File: src/rtl/elevator_unit_if.sv
// Handshake and status bundle between the turn-decision stage and one
// elevator car executor.
interface elevator_unit_if;
    logic       step;
    logic [6:0] hold;
    logic       turn;
    logic [5:0] dest;
    logic [2:0] curr_floor;
    logic       dir;
    logic [5:0] boarding;
    logic [1:0] pick;
    logic [7:0] delivered;
    logic       busy;
    logic       step_done;
    logic       finished;
    logic       err;

    modport master (
        output step, hold, turn, dest,
        input  curr_floor, dir, boarding, pick, delivered,
        input  busy, step_done, finished, err
    );

    modport slave (
        input  step, hold, turn, dest,
        output curr_floor, dir, boarding, pick, delivered,
        output busy, step_done, finished, err
    );
endinterface

File: src/rtl/elevator_unit.sv
// Sequential executor for one elevator car: applies the per-turn decision
// (alight, board, move/reverse) and owns the car's floor, direction and slots.
//
// state    | meaning
// ---------+-------------------------------------------------------------
// S_IDLE   | waiting for step; car state stable for the decision stage
// S_ALIGHT | clear slots whose destination is the current floor
// S_BOARD  | place waiting passengers into empty slots, pulse pick
// S_MOVE   | move one floor or reverse, pulse step_done
// S_FINISH | simulation ended; only reset leaves this state
module elevator_unit #(
    parameter int INIT_FLOOR = 1,
    parameter int INIT_DIR   = 1
) (
    input  logic           clk,
    input  logic           rst_n,
    elevator_unit_if.slave bus
);

    typedef enum logic [2:0] {
        S_IDLE,
        S_ALIGHT,
        S_BOARD,
        S_MOVE,
        S_FINISH
    } state_t;

    localparam logic [2:0] RST_FLOOR = 3'(INIT_FLOOR);
    localparam logic       RST_DIR   = 1'(INIT_DIR);

    state_t     state_q, state_n;

    // Decision latched at step acceptance; the inputs may change afterwards.
    logic [1:0] leaval_q, leaval_n;
    logic       board_q, board_n;
    logic       turn_q, turn_n;
    logic [5:0] dest_q, dest_n;

    logic [2:0] floor_q, floor_n;
    logic       dir_q, dir_n;
    logic [2:0] slot0_q, slot0_n;
    logic [2:0] slot1_q, slot1_n;
    logic [7:0] deliv_q, deliv_n;
    logic [1:0] pick_q, pick_n;
    logic       err_q, err_n;
    logic       step_done_q, step_done_n;
    logic       busy_q, busy_n;
    logic       finished_q, finished_n;

    logic [1:0] cleared;
    logic [2:0] pass_dest;

    // The spare-slot count is informational only; board-enable already
    // encodes whether boarding is possible.
    logic       spare_unused;
    assign spare_unused = ^bus.hold[4:3];

    // Next-state and next-output logic for the turn sequencer.
    always_comb begin
        state_n     = state_q;
        leaval_n    = leaval_q;
        board_n     = board_q;
        turn_n      = turn_q;
        dest_n      = dest_q;
        floor_n     = floor_q;
        dir_n       = dir_q;
        slot0_n     = slot0_q;
        slot1_n     = slot1_q;
        deliv_n     = deliv_q;
        err_n       = err_q;
        pick_n      = 2'b00;
        step_done_n = 1'b0;
        cleared     = 2'd0;
        pass_dest   = 3'd0;

        case (state_q)
            S_IDLE: begin
                if (bus.step) begin
                    leaval_n = bus.hold[1:0];
                    board_n  = bus.hold[2];
                    turn_n   = bus.turn;
                    dest_n   = bus.dest;
                    if (bus.hold[6]) begin
                        state_n = S_FINISH;
                    end else if (bus.hold[5]) begin
                        state_n = S_ALIGHT;
                    end else if (bus.hold[2]) begin
                        state_n = S_BOARD;
                    end else begin
                        state_n = S_MOVE;
                    end
                end
            end

            S_ALIGHT: begin
                // Floors are 1..7, so an empty slot (0) never matches.
                if (slot0_q == floor_q) begin
                    slot0_n = 3'd0;
                    cleared = cleared + 2'd1;
                end
                if (slot1_q == floor_q) begin
                    slot1_n = 3'd0;
                    cleared = cleared + 2'd1;
                end
                if (deliv_q > (8'd255 - {6'd0, cleared})) begin
                    deliv_n = 8'd255;
                end else begin
                    deliv_n = deliv_q + {6'd0, cleared};
                end
                state_n = board_q ? S_BOARD : S_MOVE;
            end

            S_BOARD: begin
                // Passengers are picked even when they cannot be placed, so
                // the request table never holds a stale entry.
                for (int i = 0; i < 2; i++) begin
                    if (leaval_q[i]) begin
                        pass_dest = dest_q[3*i +: 3];
                        if (pass_dest == 3'd0 || pass_dest == floor_q) begin
                            err_n = 1'b1;
                        end else if (slot0_n == 3'd0) begin
                            slot0_n = pass_dest;
                        end else if (slot1_n == 3'd0) begin
                            slot1_n = pass_dest;
                        end else begin
                            err_n = 1'b1;
                        end
                    end
                end
                pick_n  = leaval_q;
                state_n = S_MOVE;
            end

            S_MOVE: begin
                if (turn_q || (dir_q && floor_q == 3'd7) || (!dir_q && floor_q == 3'd1)) begin
                    dir_n = ~dir_q;
                end else if (dir_q) begin
                    floor_n = floor_q + 3'd1;
                end else begin
                    floor_n = floor_q - 3'd1;
                end
                step_done_n = 1'b1;
                state_n     = S_IDLE;
            end

            S_FINISH: begin
                state_n = S_FINISH;
            end

            default: begin
                state_n = S_IDLE;
            end
        endcase

        busy_n     = (state_n != S_IDLE) && (state_n != S_FINISH);
        finished_n = (state_n == S_FINISH);
    end

    // State and registered outputs; reset aborts any turn in progress.
    always_ff @(posedge clk or negedge rst_n) begin
        if (!rst_n) begin
            state_q     <= S_IDLE;
            leaval_q    <= 2'b00;
            board_q     <= 1'b0;
            turn_q      <= 1'b0;
            dest_q      <= 6'd0;
            floor_q     <= RST_FLOOR;
            dir_q       <= RST_DIR;
            slot0_q     <= 3'd0;
            slot1_q     <= 3'd0;
            deliv_q     <= 8'd0;
            pick_q      <= 2'b00;
            err_q       <= 1'b0;
            step_done_q <= 1'b0;
            busy_q      <= 1'b0;
            finished_q  <= 1'b0;
        end else begin
            state_q     <= state_n;
            leaval_q    <= leaval_n;
            board_q     <= board_n;
            turn_q      <= turn_n;
            dest_q      <= dest_n;
            floor_q     <= floor_n;
            dir_q       <= dir_n;
            slot0_q     <= slot0_n;
            slot1_q     <= slot1_n;
            deliv_q     <= deliv_n;
            pick_q      <= pick_n;
            err_q       <= err_n;
            step_done_q <= step_done_n;
            busy_q      <= busy_n;
            finished_q  <= finished_n;
        end
    end

    assign bus.curr_floor = floor_q;
    assign bus.dir        = dir_q;
    assign bus.boarding   = {slot1_q, slot0_q};
    assign bus.pick       = pick_q;
    assign bus.delivered  = deliv_q;
    assign bus.busy       = busy_q;
    assign bus.step_done  = step_done_q;
    assign bus.finished   = finished_q;
    assign bus.err        = err_q;

endmodule

File: src/flat_wrapper.sv
// flat-port wrapper written by rule: the top's interface ports become plain ports
module elevator_unit_flat 
#(
    parameter int INIT_FLOOR = 1,
    parameter int INIT_DIR   = 1
)
  (clk, rst_n, bus_step, bus_hold, bus_turn, bus_dest, bus_curr_floor, bus_dir, bus_boarding, bus_pick, bus_delivered, bus_busy, bus_step_done, bus_finished, bus_err);
  elevator_unit_if bus_i ();
  input  logic clk;
  input  logic rst_n;
  input wire logic [$bits(bus_i.step)-1:0] bus_step;
  input wire logic [$bits(bus_i.hold)-1:0] bus_hold;
  input wire logic [$bits(bus_i.turn)-1:0] bus_turn;
  input wire logic [$bits(bus_i.dest)-1:0] bus_dest;
  output wire logic [$bits(bus_i.curr_floor)-1:0] bus_curr_floor;
  output wire logic [$bits(bus_i.dir)-1:0] bus_dir;
  output wire logic [$bits(bus_i.boarding)-1:0] bus_boarding;
  output wire logic [$bits(bus_i.pick)-1:0] bus_pick;
  output wire logic [$bits(bus_i.delivered)-1:0] bus_delivered;
  output wire logic [$bits(bus_i.busy)-1:0] bus_busy;
  output wire logic [$bits(bus_i.step_done)-1:0] bus_step_done;
  output wire logic [$bits(bus_i.finished)-1:0] bus_finished;
  output wire logic [$bits(bus_i.err)-1:0] bus_err;
  assign bus_i.step = bus_step;
  assign bus_i.hold = bus_hold;
  assign bus_i.turn = bus_turn;
  assign bus_i.dest = bus_dest;
  assign bus_curr_floor = bus_i.curr_floor;
  assign bus_dir = bus_i.dir;
  assign bus_boarding = bus_i.boarding;
  assign bus_pick = bus_i.pick;
  assign bus_delivered = bus_i.delivered;
  assign bus_busy = bus_i.busy;
  assign bus_step_done = bus_i.step_done;
  assign bus_finished = bus_i.finished;
  assign bus_err = bus_i.err;
  elevator_unit #(.INIT_FLOOR(INIT_FLOOR), .INIT_DIR(INIT_DIR)) u_core (.clk(clk), .rst_n(rst_n), .bus(bus_i));
endmodule
File: config.mk
export PLATFORM = sky130hd
export DESIGN_NAME = elevator_unit_flat
export DESIGN_NICKNAME = d
export VERILOG_FILES = /design/src/rtl/elevator_unit_if.sv /design/src/rtl/elevator_unit.sv /design/src/flat_wrapper.sv
export SDC_FILE = /design/constraint.sdc
export NUM_CORES = 1
export LEC_CHECK = 0
export CAP_MARGIN = 30
export CORE_MARGIN = 2
export CORE_UTILIZATION = 49
export CTS_BUF_LIST = sky130_fd_sc_hd__clkbuf_8
export DETAILED_ROUTE_END_ITERATION = 12
export GPL_TIMING_DRIVEN = 0
export HOLD_SLACK_MARGIN = 0.06
export PLACE_DENSITY = 0.77
export SYNTH_ARGS = -nofsm -noshare
export SYNTH_HDL_FRONTEND = slang
export SYNTH_SLANG_ARGS = --single-unit
File: constraint.sdc
create_clock -name clk -period 2.5 [get_ports clk]
set_input_delay 0.625 -clock clk [delete_from_list [all_inputs] [get_ports clk]]
set_output_delay 0.625 -clock clk [all_outputs]
set_load 0.005 [all_outputs]
**Yosys cells after proc, flatten, opt, wreduce, memory -nomap -nowiden**

Index checks and enable logic that the tools add are counted.

- Memories kept: 0
- Memory bits (writable): 0
- Output and inout port bits: 24
- Bits in read-only memories: 0
- Latch bits: 0
- Word-level logic and storage cells: 101
- Register bits: 37

- Add/sub/neg operators: 5
- Reductions and logical operators: 22
- Divide/modulo/power cells: 0
- Bitwise gates (word level): 2
- Order comparisons: 1
- Multiplexer cells: 42
- Shifts and indexed selects: 0
- Eq/ne operators: 14
- $mul: 0

Operator list:

| operator | number |
|---|---|
| 3-bit 2-to-1 mux | 22 |
| 3-bit logical NOT | 7 |
| 3-bit equality test | 4 |
| 1-bit 2-to-1 mux | 12 |
| 3-bit case mux with 2 select lines | 2 |
| 3-bit case mux with 4 select lines | 1 |
| 2-bit AND reduction | 5 |
| 3-bit equality test, second input constant | 3 |
| 8-bit by 2-bit adder with 8-bit output | 1 |
| 8-bit > comparator | 1 |
| 2-bit 2-to-1 mux | 4 |
| 8-bit 2-to-1 mux | 1 |
| 3-bit by 1-bit equality test with 1-bit output, second input constant | 2 |
| 3-bit by 2-bit equality test with 1-bit output, second input constant | 2 |
| 1-bit logical OR | 4 |
| 2-bit by 1-bit inequality test with 1-bit output, second input constant | 2 |
| 1-bit by 3-bit subtractor with 4-bit output, first input constant | 1 |
| 3-bit by 1-bit adder with 3-bit output, second input constant | 1 |
| 1-bit logical AND | 3 |
| 3-bit inequality test, second input constant | 1 |
| 3-bit nonzero test | 1 |
| 3-bit by 1-bit subtractor with 3-bit output, second input constant | 1 |
| 2-bit by 1-bit adder with 2-bit output, second input constant | 1 |
| 1-bit NOT | 2 |
| 2 further kinds | 2 |

**Longest topological paths before layout**

Gate-level depths: netlist (run 1).

- Depth after elaboration: 12
- Gate-level depth with buffers: 12

**Least setup slack after synthesis (run 1)**

OpenSTA, ideal clock, no wires.

- Path type: reg2reg
- From: register u_core.floor_q[0] (netlist: u_core.bus.curr_floor[0])
- To: register u_core.deliv_q[2] (netlist: u_core.bus.delivered[2])
- Clock period less this slack: 2463 ps
- Library setup time: 82 ps
- Arrival time: 2381 ps
- Data required time: 2418 ps
- Cell stages (with the launch flop): 12
- Path slack: 37 ps
- Buffers on the path: 1
- Cell sequence: dfstp_2 > buf_6 > xor2_1 > nor3_1 > ha_1 > inv_1 > ha_1 > a21boi_0 > o2111a_1 > o21ai_0 > nor2b_1 > a31oi_1

- Longest elaborated chain between the ends: 9

Ends and longest elaborated chain:

| what | RTL line | text |
|---|---|---|
| start, declared | elevator_unit.sv:39 | `logic [2:0] floor_q, floor_n;` |
| start signal, assigned | elevator_unit.sv:183 | `floor_q <= floor_n;` |
| 3-bit equality test | elevator_unit.sv:97 | `if (slot0_q == floor_q) begin` |
| 1-bit 2-to-1 mux | elevator_unit.sv:97 |  |
| 2-bit 2-to-1 mux | elevator_unit.sv:76 | `case (state_q)` |
| 2-bit by 1-bit adder with 2-bit output | elevator_unit.sv:103 | `cleared = cleared + 2'd1;` |
| 2-bit 2-to-1 mux * | elevator_unit.sv:101 | `if (slot1_q == floor_q) begin` |
| 2-bit 2-to-1 mux * | elevator_unit.sv:76 |  |
| 1-bit by 3-bit subtractor with 4-bit output | elevator_unit.sv:105 | `if (deliv_q > (8'd255 - {6'd0, cleared})) begin` |
| 8-bit > comparator | elevator_unit.sv:105 |  |
| 8-bit 2-to-1 mux * | elevator_unit.sv:105 |  |
| end signal, assigned | elevator_unit.sv:187 | `deliv_q <= deliv_n;` |
| end, declared | elevator_unit.sv:43 | `logic [7:0] deliv_q, deliv_n;` |

Mark *: on every way between the ends. The rest lies on a longest branch, timed or not. The select of a mux whose other input is x is not followed.
A chain may end at the register's enable or synchronous reset.

**Worst setup path in the final report (run 1)**

Same ends and word-level chain as after synthesis.

==> out/metrics.yaml, run 1 <==
floorplan:
  die_width_um: 72.6
  initial_core_util_pct: 51.9
  fp.coreArea_um2: 4440
  dieArea_um2: 5280
  die_h_um: 72.6
  ios: 41
  rows: 24
yosys:
  syn_avg_cell_area_um2: 9.70
  yosys.area.top_type: "dfrtp_1"
  synth_seq_area_share_pct: 40.2
  async_flop_share_pct: 100
  ys_types: 59
  ys_warn_count: 0
  synth-seq-cells: 37
  synth_enable_flop_cells: 0
  synthCells: 238
  synth_top_area_share_pct: 37.9
  synthTopCellsByArea: "dfrtp_1, mux2_2, ha_1"
  syn-num-nets: 264
  synth_ff_type: "dfrtp_1"
  netlist_area_um2: 2310
power_and_ir_drop:
  p_sw_uw: 1570
  power_density_nw_per_um2: 1270
  power_uw: 3800
  p_leak_uw: 0.00123
  power.internal_uw: 2240
  seq_power_share_pct: 30.4
  power.share.clock_pct: 14.2
  swShare_pct: 41.2
  combinationalPowerShare_pct: 55.4
  vdd_drop_max_mv: 0.749
layout:
  nets: 311
  fillers: 364
  finalInstanceArea_um2: 2990
  regArea_um2: 928
  drive_gt1_share_pct: 18.5
  multi_input_area_um2: 1300
  area_growth_pct: 29.4
  diodes: 0
sta:
  rsz0062_at_grt: "true"
  max_slew_margin_pct: 41.6
  holdWs_ns: 0.428
  drv_slew: 0
  worst_pin_slew_ns: 0.874
  final.setup.tns_ns: 0
  finalHoldViolCount: 0
  fin_worst_skew_ns: 0.0107
  timing.final.crit_share_pct: 98.4
  setup_ws_ns: 0.0412
  fmax_mhz: 407
  fin_crit_ns: 2.46
  setup_violations: 0
routing:
  wl_per_cell_um: 15.9
  vias: 2000
  drtPass1Iterations: 4
  drc: 0
  drt_iter0_markers: 262
  vias_per_cell: 5.92
  routed_wl_mm: 5.39
  postRouteAntennaNets: 0
place:
  gp_congestion: 0.904
  postPlaceCellArea_um2: 2750
  io_buffers: 38
  dpl_worst_slack_ns: -0.210
  place_hpwl_mm: 3.66
global_route:
  antenna_found_initial: 0
  grt_pass1_wl_mm: 9.16
  grt_pass1_vias: 1930
  gr-total-overflow: 0
  grt_util_all_layers_pct: 22.2
  grt_max_degree: 38
critical_path:
  end_kind: "flip-flop"
  crit_required_ns: 2.72
  critical_path_arrival_ns: 2.68
  critical_path_class: "reg2reg"
  cp_max_fo: 5
  critPathLaunchType: "flip-flop"
clock_network:
  cts_max_level: 2
  clkSlewWorstSetupHoldPaths_ns: 0.08
  cts.sinks: 37
  clockBufferDepth: 2
  cts_tree: "yes"
  worstSkewPairLatency_ns: 0.29
  root_buffer: "clkbuf_8"
  postCtsHoldBufs: 0
  cts_inserted_buffers: 5
min_path:
  hold_class: "in2async"
run:
  drv_cap: 0
run_status:
  status: "finished, final reports clean"
-- synth_stat cells, drive strengths merged, types with 2 or more instances --
cell,count
a211oi,2
a21oi,9
a311oi,2
a31o,2
a31oi,4
a41o,2
and2,2
and3,2
buf,7
clkbuf,5
dfrtp,35
dfstp,2
ha,8
inv,17
mux2,10
nand2,20
nand3,2
nand3b,2
nand4,2
nor2,13
nor2b,5
nor3,9
nor3b,3
nor4,4
nor4b,2
o2111ai,2
o21ai,20
o31ai,2
o41ai,2
or3,4
or3b,3
or4,3
xnor2,4
xor2,9
-- critical path: stages, from the launching register on --
cell	delay, ns
dfstp_2	0.57
buf_12	0.14
xor2_4	0.08
nor3_2	0.20
ha_1	0.27
inv_1	0.12
ha_4	0.21
a21boi_2	0.16
o2111a_2	0.27
o21ai_0	0.08
nor2b_1	0.16
a31oi_1	0.13
-- final cells by class --
| cell class | count | share of cell area [%] |
|---|---|---|
| Timing Repair Buffer | 42 | 13.6 |
| Inverter | 17 | 2.14 |
| Clock buffer | 6 | 2.76 |
| Buffer | 10 | 3.60 |
| Tap cell | 52 | 2.18 |
| Clock inverter | 2 | 1.13 |
| Sequential cell | 37 | 31.1 |
| Multi-Input combinational cell | 172 | 43.5 |
-- through the flow --
stage	util, %	cells
final	67.2	338
after CTS	64.9	337
after global routing	67.2	338
after global placement	62.0	328
after floorplan	-	238
after detailed placement	61.9	328
-- cell families after synthesis --
family                   after synthesis  share of synthesized area, %
AO/OA/AOI/OAI                         59                          17.8
XOR/XNOR                              13                          4.93
adder cells (fa/ha/maj)                9                          5.20
buffers and inverters                 29                          7.37
flip-flops                            37                          40.2
multiplexers                          10                          4.88
AND/OR/NAND/NOR                       81                          19.6
-- worst paths after layout --
kind | startpoint | end | slack (ns) | depth (start not counted)
setup / recovery | u_core.bus.curr_floor[0] | u_core.bus.delivered[2] | 0.04 | 11
hold / removal | rst_n | u_core.bus.delivered[3] | 0.43 | 1
setup reg to reg | u_core.bus.curr_floor[0] | u_core.bus.delivered[2] | 0.04 | 11
hold reg to reg | u_core.bus.err | u_core.bus.err | 0.48 | 2
max in group asynchronous | rst_n | u_core.bus.pick[1] | 1.54 | 1
min in group clk | u_core.bus.err | u_core.bus.err | 0.48 | 2
-- what timing repair did --
action                                 CTS  global route
buffers inserted                         2             2
setup endpoints to repair                7            16
resized for setup                        4            15
pin swaps                                1             2
endpoints found under the hold margin    0             0
cloned                                   0             0
-- power by group through the flow --
stage / sequential (uW) / clock (uW) / combinational, uW
2_1_floorplan: 1080 / 0 / 1320
3_3_place_gp: 1130 / 0 / 1880
3_5_place_dp: 1140 / 0 / 1910
4_1_cts: 1110 / 546 / 1960
5_1_grt: 1200 / 568 / 2340
6_report: 1160 / 540 / 2110
-- metal layers --
| layer | vias to the layer above | wire length, um | GRT usage, % |
|---|---|---|---|
| li1 | 961 | - | - |
| met1 | 966 | 2370 | 30.7 |
| met2 | 67 | 2650 | 35.8 |
| met3 | 6 | 302 | 3.18 |
| met4 | 0 | 63 | 7.82 |
| met5 | - | 0 | 0 |
-- state kept, by name, indices dropped and copies added, names as in the netlist --
signal and flops:
u_core.slot1_q 3, u_core.bus.dir 1, u_core.bus.delivered 8, u_core.bus.pick 2
u_core.dest_q 6, u_core.turn_q 1, u_core.bus.finished 1, u_core.board_q 1
u_core.bus.curr_floor 3, u_core.slot0_q 3, u_core.bus.step_done 1, u_core.bus.busy 1
u_core.bus.err 1, u_core.leaval_q 2, u_core.state_q 3
-- layout by cell type (no fill, tap or decap), drive strengths merged, types with 3 or more instances in the layout --
cell type and count:
a21oi 9, a31oi 4, buf 11, clkbuf 10, clkdlybuf4s50 37, dfrtp 35
ha 8, inv 18, mux2 10, nand2 20, nor2 13, nor2b 5
nor3 9, nor3b 3, nor4 4, o21ai 20, or3 4, or3b 3
or4 3, xnor2 4, xor2 9
(Power assumes the default switching activity.)
==> inputs of run 2 (changes only) <==
ABC_AREA = 1   (was default)
CORE_UTILIZATION = 54   (was 49)
PLACE_DENSITY = 0.86   (was 0.77)
clock period = 2.6 ns   (was 2.5 ns; I/O delays follow)
==> out/metrics.yaml, run 2 <==
run_status:
  status: "finished, final reports clean"  # unchanged
layout:
  drive_gt1_share_pct: 16.6  # was 18.5%
  mostFrequentLayoutCell: "nand2_1"  # was clkdlybuf4s50_1
  finalInstanceArea_um2: 2900  # was 2990 um^2
  multi_input_area_um2: 1170  # was 1300 um^2
  diodes: 0  # unchanged
  area_growth_pct: 28.1  # was 29.4%
  nets: 356  # was 311
  largest_reg_flops: 8  # unchanged
  fillers: 303  # was 364
  regArea_um2: 928  # unchanged
  final_cell_mix: "nand2_1, inv_1, clkdlybuf4s50_1"  # was clkdlybuf4s50_1, dfrtp_1, nand2_1
place:
  postPlaceCellArea_um2: 2700  # was 2750 um^2
  dpl_worst_slack_ns: -0.0936  # was -0.210 ns
  gp_congestion: 0.896  # was 0.904
  place_hpwl_mm: 3.55  # was 3.66 mm
  io_buffers: 38  # unchanged
floorplan:
  die_h_um: 68.8  # was 72.6 um
  initial_core_util_pct: 56.2  # was 51.9%
  dieArea_um2: 4730  # was 5280 um^2
  rows: 23  # was 24
  ios: 41  # unchanged
  fp.coreArea_um2: 4030  # was 4440 um^2
  die_width_um: 68.8  # was 72.6 um
yosys:
  ys_types: 35  # was 59
  synthTopCellsByArea: "dfrtp_1, nand2_1, inv_1"  # was dfrtp_1, mux2_2, ha_1
  synthCells: 283  # was 238
  synth_enable_flop_cells: 0  # unchanged
  netlist_top_cells_count: "nand2_1, inv_1, dfrtp_1"  # was dfrtp_1, nand2_1, o21ai_0
  netlist_area_um2: 2260  # was 2310 um^2
  synth_seq_area_share_pct: 41.0  # was 40.2%
  synth_top_area_share_pct: 38.7  # was 37.9%
  yosysMostFrequentCell: "nand2_1"  # was dfrtp_1
  syn_avg_cell_area_um2: 8.00  # was 9.70 um^2
  ys_warn_count: 0  # unchanged
  synth-seq-cells: 37  # unchanged
  async_flop_share_pct: 100  # unchanged
  synth_ff_type: "dfrtp_1"  # unchanged
  syn-num-nets: 309  # was 264
  yosys.area.top_type: "dfrtp_1"  # unchanged
clock_network:
  clkSlewWorstSetupHoldPaths_ns: 0.08  # about the same
  cts_inserted_buffers: 5  # unchanged
  cts_max_level: 2  # unchanged
  cts.sinks: 37  # unchanged
  worstSkewPairLatency_ns: 0.29  # about the same
  clockBufferDepth: 2  # unchanged
  postCtsHoldBufs: 0  # unchanged
  cts_tree: "yes"  # unchanged
  root_buffer: "clkbuf_8"  # unchanged
sta:
  worst_pin_slew_ns: 0.851  # was 0.874 ns
  setup_ws_ns: 0.0664  # was 0.0412 ns
  drv_slew: 0  # unchanged
  timing.final.crit_share_pct: 97.4  # was 98.4%
  holdWs_ns: 0.456  # was 0.428 ns
  fin_crit_ns: 2.53  # was 2.46 ns
  setup_violations: 0  # unchanged
  fin_worst_skew_ns: 0.00757  # was 0.0107 ns
  fmax_mhz: 395  # was 407 MHz
  max_slew_margin_pct: 43.3  # was 41.6%
  rsz0062_at_grt: "true"  # unchanged
  finalHoldViolCount: 0  # unchanged
global_route:
  grt_pass1_vias: 1840  # was 1,930
  gr-total-overflow: 0  # unchanged
  grt_max_degree: 38  # unchanged
  antenna_found_initial: 0  # unchanged
  grt_util_all_layers_pct: 24.3  # was 22.2%
  grt_pass1_wl_mm: 8.49  # was 9.16 mm
min_path:
  hold_class: "in2async"  # unchanged
critical_path:
  critical_path_arrival_ns: 2.77  # was 2.68 ns
  timing.rr.start: "u_core.bus.curr_floor[0]"  # unchanged
  critPathLaunchType: "flip-flop"  # unchanged
  reg2reg_slack_ns: 0.07  # was 0.04 ns
  reg2regPathDepth: 12  # was 11
  end_kind: "flip-flop"  # unchanged
  crit_required_ns: 2.83  # was 2.72 ns
  critical_path_class: "reg2reg"  # unchanged
  r2r-end: "u_core.bus.delivered[7]"  # was u_core.bus.delivered[2]
  worstSetupStartpoint: "u_core.bus.curr_floor[0]"  # unchanged
  cp_max_fo: 6  # was 5
power_and_ir_drop:
  vdd_drop_max_mv: 0.603  # was 0.749 mV
  power_uw: 3680  # was 3800 uW
  p_leak_uw: 0.00142  # was 0.00123 uW
  power_density_nw_per_um2: 1270  # about the same
routing:
  drtPass1Iterations: 4  # unchanged
  vias_per_cell: 5.17  # was 5.92
  vias: 1969  # was 2,000
  drc: 0  # unchanged
  postRouteAntennaNets: 0  # unchanged
  wl_per_cell_um: 13.3  # was 15.9 um
  drt_iter0_markers: 110  # was 262
  routed_wl_mm: 5.08  # was 5.39 mm
run:
  drv_cap: 0  # unchanged
[run 2: cell types whose count changed in the layout (fill, tap and decap cells not counted), moves of 5 or more]
cell	before	now
nand2_1	20	62
inv_1	18	50
nand3_1	2	17
o21ai_0	18	10
mux2_2	10	3
nor2_1	13	19
nand2_2	0	5
nor2b_1	5	0
nor3_1	7	2
nor3_2	1	6
[run 2: cell families after synthesis]
family                   share of synthesized area, %
AO/OA/AOI/OAI                                    8.34
XOR/XNOR                                         5.75
adder cells (fa/ha/maj)                          5.30
buffers and inverters                            10.9
flip-flops                                       41.0
multiplexers                                     1.49
AND/OR/NAND/NOR                                  27.2
[run 2: metal layers]
metal  vias to the layer above  part of all wire [%]  global-route usage, %
li1                        983                     -                      -
met1                       922                    45                   33.0
met2                        58                    49                   39.7
met3                         6                   5.3                   4.38
met4                         0                   1.2                   7.35
met5                         -                     0                      0
[run 2: report_power, final]
group	internal, uW	switching [uW]
Combinational	942	1230
Clock	240	216
Sequential	821	236
Total	2000	1680
[run 2: worst max path at each step]
| stage | cells past startpoint | to | slack (ns) |
|---|---|---|---|
| floorplan | 13 | u_core.bus.delivered[7] | 0.24 |
| global placement | 12 | u_core.bus.delivered[7] | -0.07 |
| detailed placement | 12 | u_core.bus.delivered[7] | -0.09 |
| CTS | 13 | u_core.bus.delivered[7] | 0.007 |
| global route | 13 | u_core.bus.delivered[7] | -0.08 |
| finish | 12 | u_core.bus.delivered[7] | 0.07 |
[run 2: area by class of cell]
cell class                      count  area share (%)
Timing Repair Buffer               40            13.5
Tap cell                           50            2.16
Multi-Input combinational cell    188            40.3
Buffer                              5            1.51
Clock buffer                        7            3.32
Clock inverter                      1           0.173
Inverter                           53            7.03
Sequential cell                    37            32.0
[run 2: what timing repair did]
item,4_1_cts,5_1_grt
setup endpoints to repair,6,6
pin swaps,0,5
setup buffers,0,2
gates resized for setup,3,14
[run 2: through the flow]
stage                     setup TNS (ns)  std cells  util [%]
after floorplan                        0        283         -
after global placement           -0.0717        371      67.2
after detailed placement         -0.0936        371      67.1
after CTS                              0        379      69.8
after global routing              -0.112        381      72.0
final                                  0        381      72.0
[run 2: worst max-delay path: stages, from the launching register on]
cell and delay [ns]:
dfstp_2 0.58, buf_6 0.13, xor2_2 0.14, nor3_2 0.06
ha_2 0.33, inv_1 0.05, ha_1 0.17, o21ai_0 0.25
inv_1 0.11, nor4_4 0.30, nand2_2 0.16, o21ai_1 0.10
a21o_1 0.09
==> inputs of run 3 (changes only) <==
CORE_MARGIN = default   (was 2)
SETUP_SLACK_MARGIN = 0.4   (was default)
TNS_END_PERCENT = 1   (was default)
==> out/metrics.yaml, run 3 (synthesis results as in run 2) <==
power_and_ir_drop:
  p_leak_uw: 0.00144  # was 0.00142 uW
  power_density_nw_per_um2: 1270  # about the same
  vdd_drop_max_mv: 0.599  # was 0.603 mV
critical_path:
  crit_required_ns: 2.78  # was 2.83 ns
  crit_family: "flip-flops"  # unchanged
  cp_max_fo: 3  # was 6
  critical_path_arrival_ns: 2.62  # was 2.77 ns
  cp_slowest_cell: "dfstp_2"  # unchanged
  slowest_delay_ns: 0.55  # was 0.58 ns
  critPathLaunchType: "flip-flop"  # unchanged
  cp_common_cell: "nor3_2"  # was inv_1
  path_cells: "buf_6, xor2_2, nor3_2, ha_1, ha_1, inv_1, o21ai_2, nand2_1, nor3_2, inv_1, nor3_2, o21ai_0, a21o_1"  # was buf_6, xor2_2, nor3_2, ha_2, inv_1, ha_1, o21ai_0, inv_1, nor4_4, nand2_2, o21ai_1, a21o_1
  cp.buffers_inverters: 3  # unchanged
  critical_path_class: "reg2reg"  # unchanged
  end_kind: "flip-flop"  # unchanged
routing:
  drt_iter0_markers: 71  # was 110
  postRouteAntennaNets: 0  # unchanged
  wl_per_cell_um: 12.9  # was 13.3 um
  vias_per_cell: 5.22  # was 5.17
  drc: 0  # unchanged
  routed_wl_mm: 4.95  # was 5.08 mm
  vias: 2000  # was 1,969
  drtPass1Iterations: 4  # unchanged
clock_network:
  postCtsHoldBufs: 0  # unchanged
  cts.sinks: 37  # unchanged
  cts_tree: "yes"  # unchanged
  cts_inserted_buffers: 5  # unchanged
  clockBufferDepth: 2  # unchanged
  clkSlewWorstSetupHoldPaths_ns: 0.08  # about the same
  worstSkewPairLatency_ns: 0.29  # about the same
  root_buffer: "clkbuf_8"  # unchanged
  cts_max_level: 2  # unchanged
layout:
  final_util_pct: 72.3  # was 72.0%
  diodes: 0  # unchanged
  final_cell_mix: "nand2_1, inv_1, clkdlybuf4s50_1"  # unchanged
  drive_gt1_share_pct: 16.8  # was 16.6%
  mostFrequentLayoutCell: "nand2_1"  # unchanged
  instances_no_fill: 383  # was 381
  fillers: 311  # was 303
  nets: 358  # was 356
  largest_reg_flops: 8  # unchanged
  area_growth_pct: 27.7  # was 28.1%
floorplan:
  rows: 23  # unchanged
  die_width_um: 66.8  # was 68.8 um
  dieArea_um2: 4460  # was 4730 um^2
  initial_core_util_pct: 56.6  # was 56.2%
  fp.coreArea_um2: 4000  # was 4030 um^2
  die_h_um: 66.8  # was 68.8 um
  ios: 41  # unchanged
sta:
  setup_ws_ns: 0.165  # was 0.0664 ns
  max_slew_margin_pct: 45.3  # was 43.3%
  fmax_mhz: 411  # was 395 MHz
  rsz0062_at_grt: "true"  # unchanged
  fin_worst_skew_ns: 0.00800  # was 0.00757 ns
  drv_slew: 0  # unchanged
  finalHoldViolCount: 0  # unchanged
  setup_violations: 0  # unchanged
  holdWs_ns: 0.449  # was 0.456 ns
  fin_crit_ns: 2.43  # was 2.53 ns
  timing.final.crit_share_pct: 93.7  # was 97.4%
  final.setup.tns_ns: 0  # unchanged
  worst_pin_slew_ns: 0.821  # was 0.851 ns
global_route:
  grt_pass1_wl_mm: 8.25  # was 8.49 mm
  grt_max_degree: 38  # unchanged
  gr-total-overflow: 0  # unchanged
  grt_pass1_vias: 1902  # was 1,840
  grt_util_all_layers_pct: 25.0  # was 24.3%
  antenna_found_initial: 0  # unchanged
place:
  dpl.cell_count: 371  # unchanged
  gp_congestion: 0.881  # was 0.896
  io_buffers: 38  # unchanged
  dpl_worst_slack_ns: 0.0453  # was -0.0936 ns
  place_hpwl_mm: 3.58  # was 3.55 mm
min_path:
  hold_class: "in2async"  # unchanged
run:
  drv_cap: 0  # unchanged
run_status:
  status: "finished, final reports clean"  # unchanged
==> run 3: cell count changes in the layout (fill, tap and decap cells not counted), sizes merged <==
cell,change
buf,+2
==> run 3: layer usage <==
metal  wire length, um  global-route usage [%]  up-vias
li1                  -                       -      984
met4                98                    9.31        0
met5                 0                       0        -
met3               224                    5.99       12
met2              2470                    42.0       57
met1              2150                    30.8      947
==> run 3: worst paths after layout <==
path,endpoint,startpoint,cells after the start,slack [ns]
worst max-delay path,u_core.bus.delivered[7],u_core.bus.curr_floor[0],13,0.17
worst min-delay path,u_core.bus.curr_floor[1],rst_n,1,0.45
worst max register to register,u_core.bus.delivered[7],u_core.bus.curr_floor[0],13,0.17
worst min register to register,u_core.bus.err,u_core.bus.err,2,0.51
max in group asynchronous,u_core.dest_q[2],rst_n,1,1.63
min in group clk,u_core.bus.err,u_core.bus.err,2,0.51
==> run 3: power breakdown <==
group,total [uW],internal (uW),switching [uW],leakage [uW]
sequential,1050,821,228,0.000447
combinational,2170,936,1230,0.000935
clock,449,240,209,0.0000542
total,3670,2000,1670,0.00144
==> run 3: repair_timing <==
item | 4_1_cts | 5_1_grt
setup buffers | 2 | 2
cloned | 0 | 0
setup endpoints to repair | 8 | 9
gates resized for setup | 10 | 0
pin swaps | 4 | 2
==> run 3: final cells by class <==
class / instances / area, um^2 / area share (%)
Inverter: 53 / 204 / 7.05
Clock buffer: 7 / 96.3 / 3.33
Multi-Input combinational cell: 188 / 1150 / 39.7
Clock inverter: 1 / 5.00 / 0.173
Buffer: 5 / 43.8 / 1.51
Tap cell: 50 / 62.6 / 2.16
Sequential cell: 37 / 928 / 32.1
Timing Repair Buffer: 42 / 405 / 14.0
==> run 3: per-stage QoR <==
step | area [um^2] | total power, uW
after global routing | 2890 | 3990
after detailed placement | 2720 | 3080
after floorplan | 2280 | 2460
after CTS | 2880 | 3660
after global placement | 2720 | 2990
final | 2890 | 3670
